**config.mk**
```make
export PLATFORM = sky130hd
export DESIGN_NAME = ota_trim_sar
export DESIGN_NICKNAME = d
export VERILOG_FILES = /design/src/rtl/ota_trim_pkg.sv /design/src/rtl/ota_trim_cmp_sync.sv /design/src/rtl/ota_trim_sar.sv
export SDC_FILE = /design/constraint.sdc
export NUM_CORES = 1
export LEC_CHECK = 0
export BUFFER_PORTS_ARGS = -buffer_cell sky130_fd_sc_hd__buf_2
export CORE_ASPECT_RATIO = 0.75
export CORE_MARGIN = 2
export CORE_UTILIZATION = 60
export CTS_CLUSTER_SIZE = 14
export DETAILED_ROUTE_END_ITERATION = 16
export PLACE_DENSITY = 0.94
export SYNTH_ARGS = -nofsm -noshare
export SYNTH_HDL_FRONTEND = slang
export SYNTH_HIERARCHICAL = 1
export SYNTH_SLANG_ARGS = --single-unit
```
**constraint.sdc**
```tcl
create_clock -name clk -period 3.8 [get_ports clk]
set_input_delay 0.76 -clock clk [delete_from_list [all_inputs] [get_ports clk]]
set_output_delay 0.76 -clock clk [all_outputs]
set_load 0.01 [all_outputs]
```
**src/rtl/ota_trim_pkg.sv**
```systemverilog
// Shared types and helpers for the OTA offset-trim sequencer.
// Latency: n/a (types, constants and constant functions only).
// Backpressure: n/a.
package ota_trim_pkg;

    typedef enum logic [2:0] {
        IDLE,
        LOAD,
        SET,
        WAIT,
        DECIDE,
        DONE
    } state_t;

    // Width of an index/counter able to hold 0..n-1, never narrower than one bit.
    function automatic int idx_width(input int n);
        return (n > 1) ? $clog2(n) : 1;
    endfunction

    // Settle-counter width: the counter is loaded with SETTLE_CYC-1.
    function automatic int cnt_width(input int settle_cyc);
        return idx_width(settle_cyc);
    endfunction

    // Midscale trim code (MSB set, rest clear), zero-extended to 8 bits.
    function automatic logic [7:0] midscale(input int trim_w);
        return 8'(1 << (trim_w - 1));
    endfunction

endpackage

```
**src/rtl/ota_trim_cmp_sync.sv**
```systemverilog
// Two-flop synchronizer for the asynchronous comparator output.
// Latency: 2 clk cycles from d to q.
// Backpressure: none; runs every cycle regardless of tile enable.
module ota_trim_cmp_sync (
    input  logic clk,
    input  logic rst_n,
    input  logic d,
    output logic q
);

    logic meta;

    // Two back-to-back flops; both clear asynchronously on reset.
    always_ff @(posedge clk or negedge rst_n) begin
        if (!rst_n) begin
            meta <= 1'b0;
            q    <= 1'b0;
        end else begin
            meta <= d;
            q    <= meta;
        end
    end

endmodule

```
**src/rtl/ota_trim_sar.sv**
```systemverilog
// SAR offset-trim sequencer for NUM_CH OTAs; optional OTA_TRIM_SAT_FLAG_EN adds sat_flag.
// Latency: NUM_CH*(1+TRIM_W*(SETTLE_CYC+2)) cycles busy per calibration; manual write lands next cycle.
// Backpressure: none; start and wr_en are dropped while busy, ena=0 freezes all state.
module ota_trim_sar
    import ota_trim_pkg::*;
#(
    parameter  int NUM_CH     = 4,
    parameter  int TRIM_W     = 6,
    parameter  int SETTLE_CYC = 8,
    localparam int CH_W       = idx_width(NUM_CH)
) (
    input  logic                     clk,
    input  logic                     rst_n,
    input  logic                     ena,
    input  logic                     start,
    input  logic                     cmp_in,
    input  logic                     wr_en,
    input  logic [CH_W-1:0]          wr_ch,
    input  logic [TRIM_W-1:0]        wr_data,
    output logic [CH_W-1:0]          ch_sel,
    output logic [NUM_CH*TRIM_W-1:0] trim_code,
`ifdef OTA_TRIM_SAT_FLAG_EN
    output logic [NUM_CH-1:0]        sat_flag,
`endif
    output logic                     busy,
    output logic                     done
);

    localparam int                BIT_W = idx_width(TRIM_W);
    localparam int                CNT_W = cnt_width(SETTLE_CYC);
    localparam logic [TRIM_W-1:0] MID   = TRIM_W'(midscale(TRIM_W));

    state_t              state_q, state_d;
    logic [CH_W-1:0]     ch_q;
    logic [BIT_W-1:0]    bit_q;
    logic [CNT_W-1:0]    cnt_q;
    logic [TRIM_W-1:0]   code_q [NUM_CH];
    logic [TRIM_W-1:0]   trial_code;
    logic                cmp_s;
    logic                last_ch;
    logic                wr_ok;

    ota_trim_cmp_sync u_cmp_sync (
        .clk   (clk),
        .rst_n (rst_n),
        .d     (cmp_in),
        .q     (cmp_s)
    );

    assign last_ch = (ch_q == CH_W'(NUM_CH - 1));
    assign ch_sel  = ch_q;

    // Out-of-range write channels only exist when NUM_CH is not a power of two.
    if (NUM_CH == (1 << CH_W)) begin : g_wr_full
        assign wr_ok = 1'b1;
    end else begin : g_wr_part
        assign wr_ok = (wr_ch < CH_W'(NUM_CH));
    end

    for (genvar i = 0; i < NUM_CH; i++) begin : g_pack
        assign trim_code[i*TRIM_W +: TRIM_W] = code_q[i];
    end

    // Code produced by a DECIDE step: resolve the current bit and raise the next
    // trial bit in the same edge, so the comparator sees each trial code for the
    // whole SET+WAIT window (SETTLE_CYC+1 cycles) before the decision.
    always_comb begin
        trial_code = code_q[ch_q];
        if (cmp_s) begin
            trial_code[bit_q] = 1'b0;
        end
        if (bit_q != '0) begin
            trial_code[bit_q - 1'b1] = 1'b1;
        end
    end

    // State register; ena low holds the FSM where it is.
    always_ff @(posedge clk or negedge rst_n) begin
        if (!rst_n) begin
            state_q <= IDLE;
        end else if (ena) begin
            state_q <= state_d;
        end
    end

    // Next-state and status outputs.
    always_comb begin
        state_d = state_q;
        busy    = 1'b0;
        done    = 1'b0;
        case (state_q)
            IDLE: begin
                if (start) begin
                    state_d = LOAD;
                end
            end
            LOAD: begin
                busy    = 1'b1;
                state_d = SET;
            end
            SET: begin
                busy    = 1'b1;
                state_d = WAIT;
            end
            WAIT: begin
                busy = 1'b1;
                if (cnt_q == '0) begin
                    state_d = DECIDE;
                end
            end
            DECIDE: begin
                busy = 1'b1;
                if (bit_q != '0) begin
                    state_d = SET;
                end else if (!last_ch) begin
                    state_d = LOAD;
                end else begin
                    state_d = DONE;
                end
            end
            DONE: begin
                done    = 1'b1;
                state_d = IDLE;
            end
            default: state_d = IDLE;
        endcase
    end

    // Datapath: trim codes, channel/bit pointers and settle counter.
    always_ff @(posedge clk or negedge rst_n) begin
        if (!rst_n) begin
            for (int i = 0; i < NUM_CH; i++) begin
                code_q[i] <= MID;
            end
            ch_q  <= '0;
            bit_q <= '0;
            cnt_q <= '0;
        end else if (ena) begin
            case (state_q)
                IDLE: begin
                    // A write coinciding with start still lands; LOAD then reclaims channel 0.
                    if (wr_en && wr_ok) begin
                        code_q[wr_ch] <= wr_data;
                    end
                    if (start) begin
                        ch_q <= '0;
                    end
                end
                LOAD: begin
                    // Clear the channel and raise the MSB trial bit in one step.
                    code_q[ch_q] <= MID;
                    bit_q        <= BIT_W'(TRIM_W - 1);
                end
                SET: begin
                    cnt_q <= CNT_W'(SETTLE_CYC - 1);
                end
                WAIT: begin
                    if (cnt_q != '0) begin
                        cnt_q <= cnt_q - 1'b1;
                    end
                end
                DECIDE: begin
                    code_q[ch_q] <= trial_code;
                    if (bit_q != '0) begin
                        bit_q <= bit_q - 1'b1;
                    end else if (!last_ch) begin
                        ch_q <= ch_q + 1'b1;
                    end
                end
                default: ;
            endcase
        end
    end

`ifdef OTA_TRIM_SAT_FLAG_EN
    logic [NUM_CH-1:0] sat_q;

    // Flag channels whose final code hit either rail; cleared when a new run starts.
    always_ff @(posedge clk or negedge rst_n) begin
        if (!rst_n) begin
            sat_q <= '0;
        end else if (ena) begin
            if (state_q == IDLE && start) begin
                sat_q <= '0;
            end else if (state_q == DECIDE && bit_q == '0) begin
                sat_q[ch_q] <= (trial_code == '0) || (&trial_code);
            end
        end
    end

    assign sat_flag = sat_q;
`endif

endmodule

```
==> impl_metrics.csv <==
group,metric,value,unit
synth,postSynthNetCount,310,
synth,yosys_warnings,6,
clock_network,clk_pin_slew,70,ps
placement,io_buffers,41,
finish,seqCellArea,931,sq um
floorplanning,rows,20,
finish,nets,343,
placement,gp_congestion,1.06,
detailed_routing,num_vias,2621,
worst_hold_path,hp-class,"flop to flop",
synth,synth_area_per_cell,9.07,sq um
clock_network,cts.path.max_buffers,2,
clock_network,cts_resized,0,
worst_hold_path,worstHoldStart,"u_cmp_sync/meta",
outcome,outcome,"complete, no violations",
synth,synthFlopType,"dfrtp_1",
power,p_total,2.55,mW
timing,fmaxAchievable,385,MHz
synth,async_flop_share,1.00,
detailed_routing,initialDrtViolationCount,366,
critical_path,max_stage_delay,900,ps
clock_network,cts-root-buf,"clkbuf_8",
detailed_routing,drc,0,
floorplanning,die_h,61.1,um
critical_path,end_kind,"primary output",
detailed_routing,route.antenna.remaining_nets,0,
synth,ys_ff_latch,37,
timing,slew_violations,0,
timing,finalCritPeriodShare,0.683,
finish,syn_to_final_growth,11.3,%
finish,multi_input_area,1520,sq um
synth,synth_area,2610,sq um
clock_network,clk-insertion-delay-late,300,ps
critical_path,crit_required,3040,ps
timing,slew_headroom,0.434,
synth,synth_edf_count,0,
placement,dp_hpwl,5.51,mm
floorplanning,core-area,4100,sq um
global_route,grt_pass1_wl,12.2,mm
synth,synth_common_cells,"dfrtp_1, nand2_1, inv_1, nor2_1, o21ai_0",
floorplanning,dieArea,4900,sq um
clock_network,cts_buffers,5,
floorplanning,die-width,80.2,um
clock_network,cts.sinks,37,
critical_path,path_cells,"nand2_1, nor2_1, buf_2",
finish,layout-drive-gt1-share,0.218,
timing,skew,7.54,ps
clock_network,holdBufCountCts,0,
timing,setup_tns,0,ps
global_route,antenna_found_initial,0,
critical_path,worst-path-max-fanout,27,
synth,ys_seq_area_frac,0.356,
critical_path,start_kind,"flop",
placement,place_inst,369,
critical_path,cp.arrival,1840,ps
floorplanning,io_pins,42,
global_route,grt_start_max_net_pins,38,
synth,synth_top_area_cell,"dfrtp_1",
detailed_routing,wirelength,7.76,mm
critical_path,worstReg2RegStart,"state_q[1]",
finish,insertedDiodeCount,0,
worst_hold_path,hold_depth,0,
floorplanning,start_util,0.637,
synth,yosysUniqueCellTypes,53,
timing,worst_slack,1200,ps
placement,place_area,2820,sq um
synth,synth_most_common_cell,"dfrtp_1",
finish,stdcell_area,2910,sq um
critical_path,crit_path_start,"state_q[0]",
clock_network,cts_max_level,2,
synth,syn_inst,288,
placement,place_ws,1160,ps
power,p_per_area,877,nW/um^2
clock_network,cts_tree,"yes",
synth,synth_top_area_frac,0.316,
finish,fillers,331,
clock_network,cts_setup_buffers,0,
synth,ys_top_cells_by_area,"dfrtp_1, mux4_2, dfstp_2",
detailed_routing,via_per_inst,6.97,
timing,period_minus_slack,2600,ps
detailed_routing,wl_per_cell,20.6,um
power,worst_ir_drop_vdd,0.000477,V
critical_path,cp_slowest_cell,"dfrtp_1",
timing,rsz0062_at_grt,"false",
critical_path,worstSetupPathType,"flop to primary output",
global_route,gr-usage-all-layers,0.334,
global_route,grt_overflow_total,0,
power,leakagePower,1.23,nW
run,maxCapViolations,0,
global_route,grt_pass1_vias,2438,
timing,finalHoldViolCount,0,
detailed_routing,drt_first_pass_iters,6,
timing,setup_violations,0,
critical_path,ff2ff_path_depth,4,
finish,finalNonFillerCells,376,
timing,tightest_slew,849,ps
[report_power, final]
| group | switching [mW] | internal (mW) |
|---|---|---|
| Sequential | 0.328 | 0.583 |
| Clock | 0.143 | 0.143 |
| Combinational | 0.772 | 0.579 |
[critical path, delay by kind of cell, from the launching register on]
kind                   cells  cell delay [ps]
buffers and inverters      1              140
flip-flops                 1              900
AND/OR/NAND/NOR            2              500
[path summary, 6_finish.rpt]
path / end / slack [ps]
setup reg to reg: flop / 1300
min in group asynchronous: state_q[0] / 560
max in group asynchronous: state_q[1] / 2700
setup / recovery: done / 1200
hold / removal: u_cmp_sync/q / 360
hold reg to reg: u_cmp_sync/q / 360
[cells by family after synthesis]
kind of cell | synth area share
adders and majority gates | 0.0383
and+or+nand+nor | 0.217
AOI/OAI and AO/OA | 0.249
muxes | 0.0675
DFF | 0.356
xor gates and xnor gates | 0.0101
buffers and inverters | 0.0613
[area by class of cell]
cell class | count | area share
repair buffers | 42 | 0.0732
inverters | 22 | 0.0284
well taps | 55 | 0.0237
clock buffers | 6 | 0.0284
clock inverters | 1 | 0.00258
flip-flops and latches | 37 | 0.320
multi-input cells | 213 | 0.523
[layer usage]
metal	wire length, um	up-vias	global-route usage
met5	0	-	0.0500
met4	238	0	0.121
met3	920	37	0.113
met2	3470	200	0.511
met1	3140	1225	0.446
li1	-	1159	-
[placed cells by master, fill, tap and decap left out, types with 3 or more instances in the layout]
| cell | n |
|---|---|
| nand4_1 | 4 |
| nand2_1 | 28 |
| o21ai_0 | 13 |
| nand2b_1 | 11 |
| nand3_1 | 10 |
| nor2b_1 | 3 |
| a31oi_1 | 7 |
| dfstp_2 | 4 |
| nor4_1 | 3 |
| buf_2 | 41 |
| nand4b_1 | 5 |
| inv_1 | 22 |
| nor3_1 | 5 |
| and2_1 | 3 |
| o211ai_1 | 6 |
| a22o_1 | 4 |
| mux2i_1 | 3 |
| ha_1 | 8 |
| a211oi_1 | 4 |
| a21o_1 | 4 |
| mux4_2 | 6 |
| dfrtp_1 | 33 |
| and3_1 | 5 |
| clkbuf_8 | 6 |
| a21oi_1 | 12 |
| o22ai_1 | 7 |
| nor2_1 | 14 |
| o2111ai_1 | 5 |
| o221ai_1 | 11 |
[metrics by stage]
stage,hold WS [ps],utilization
2_1_floorplan,331,-
3_3_place_gp,347,0.686
3_5_place_dp,342,0.686
4_1_cts,368,0.708
5_1_grt,373,0.708
6_report,362,0.708
(Power assumes the default switching activity.)
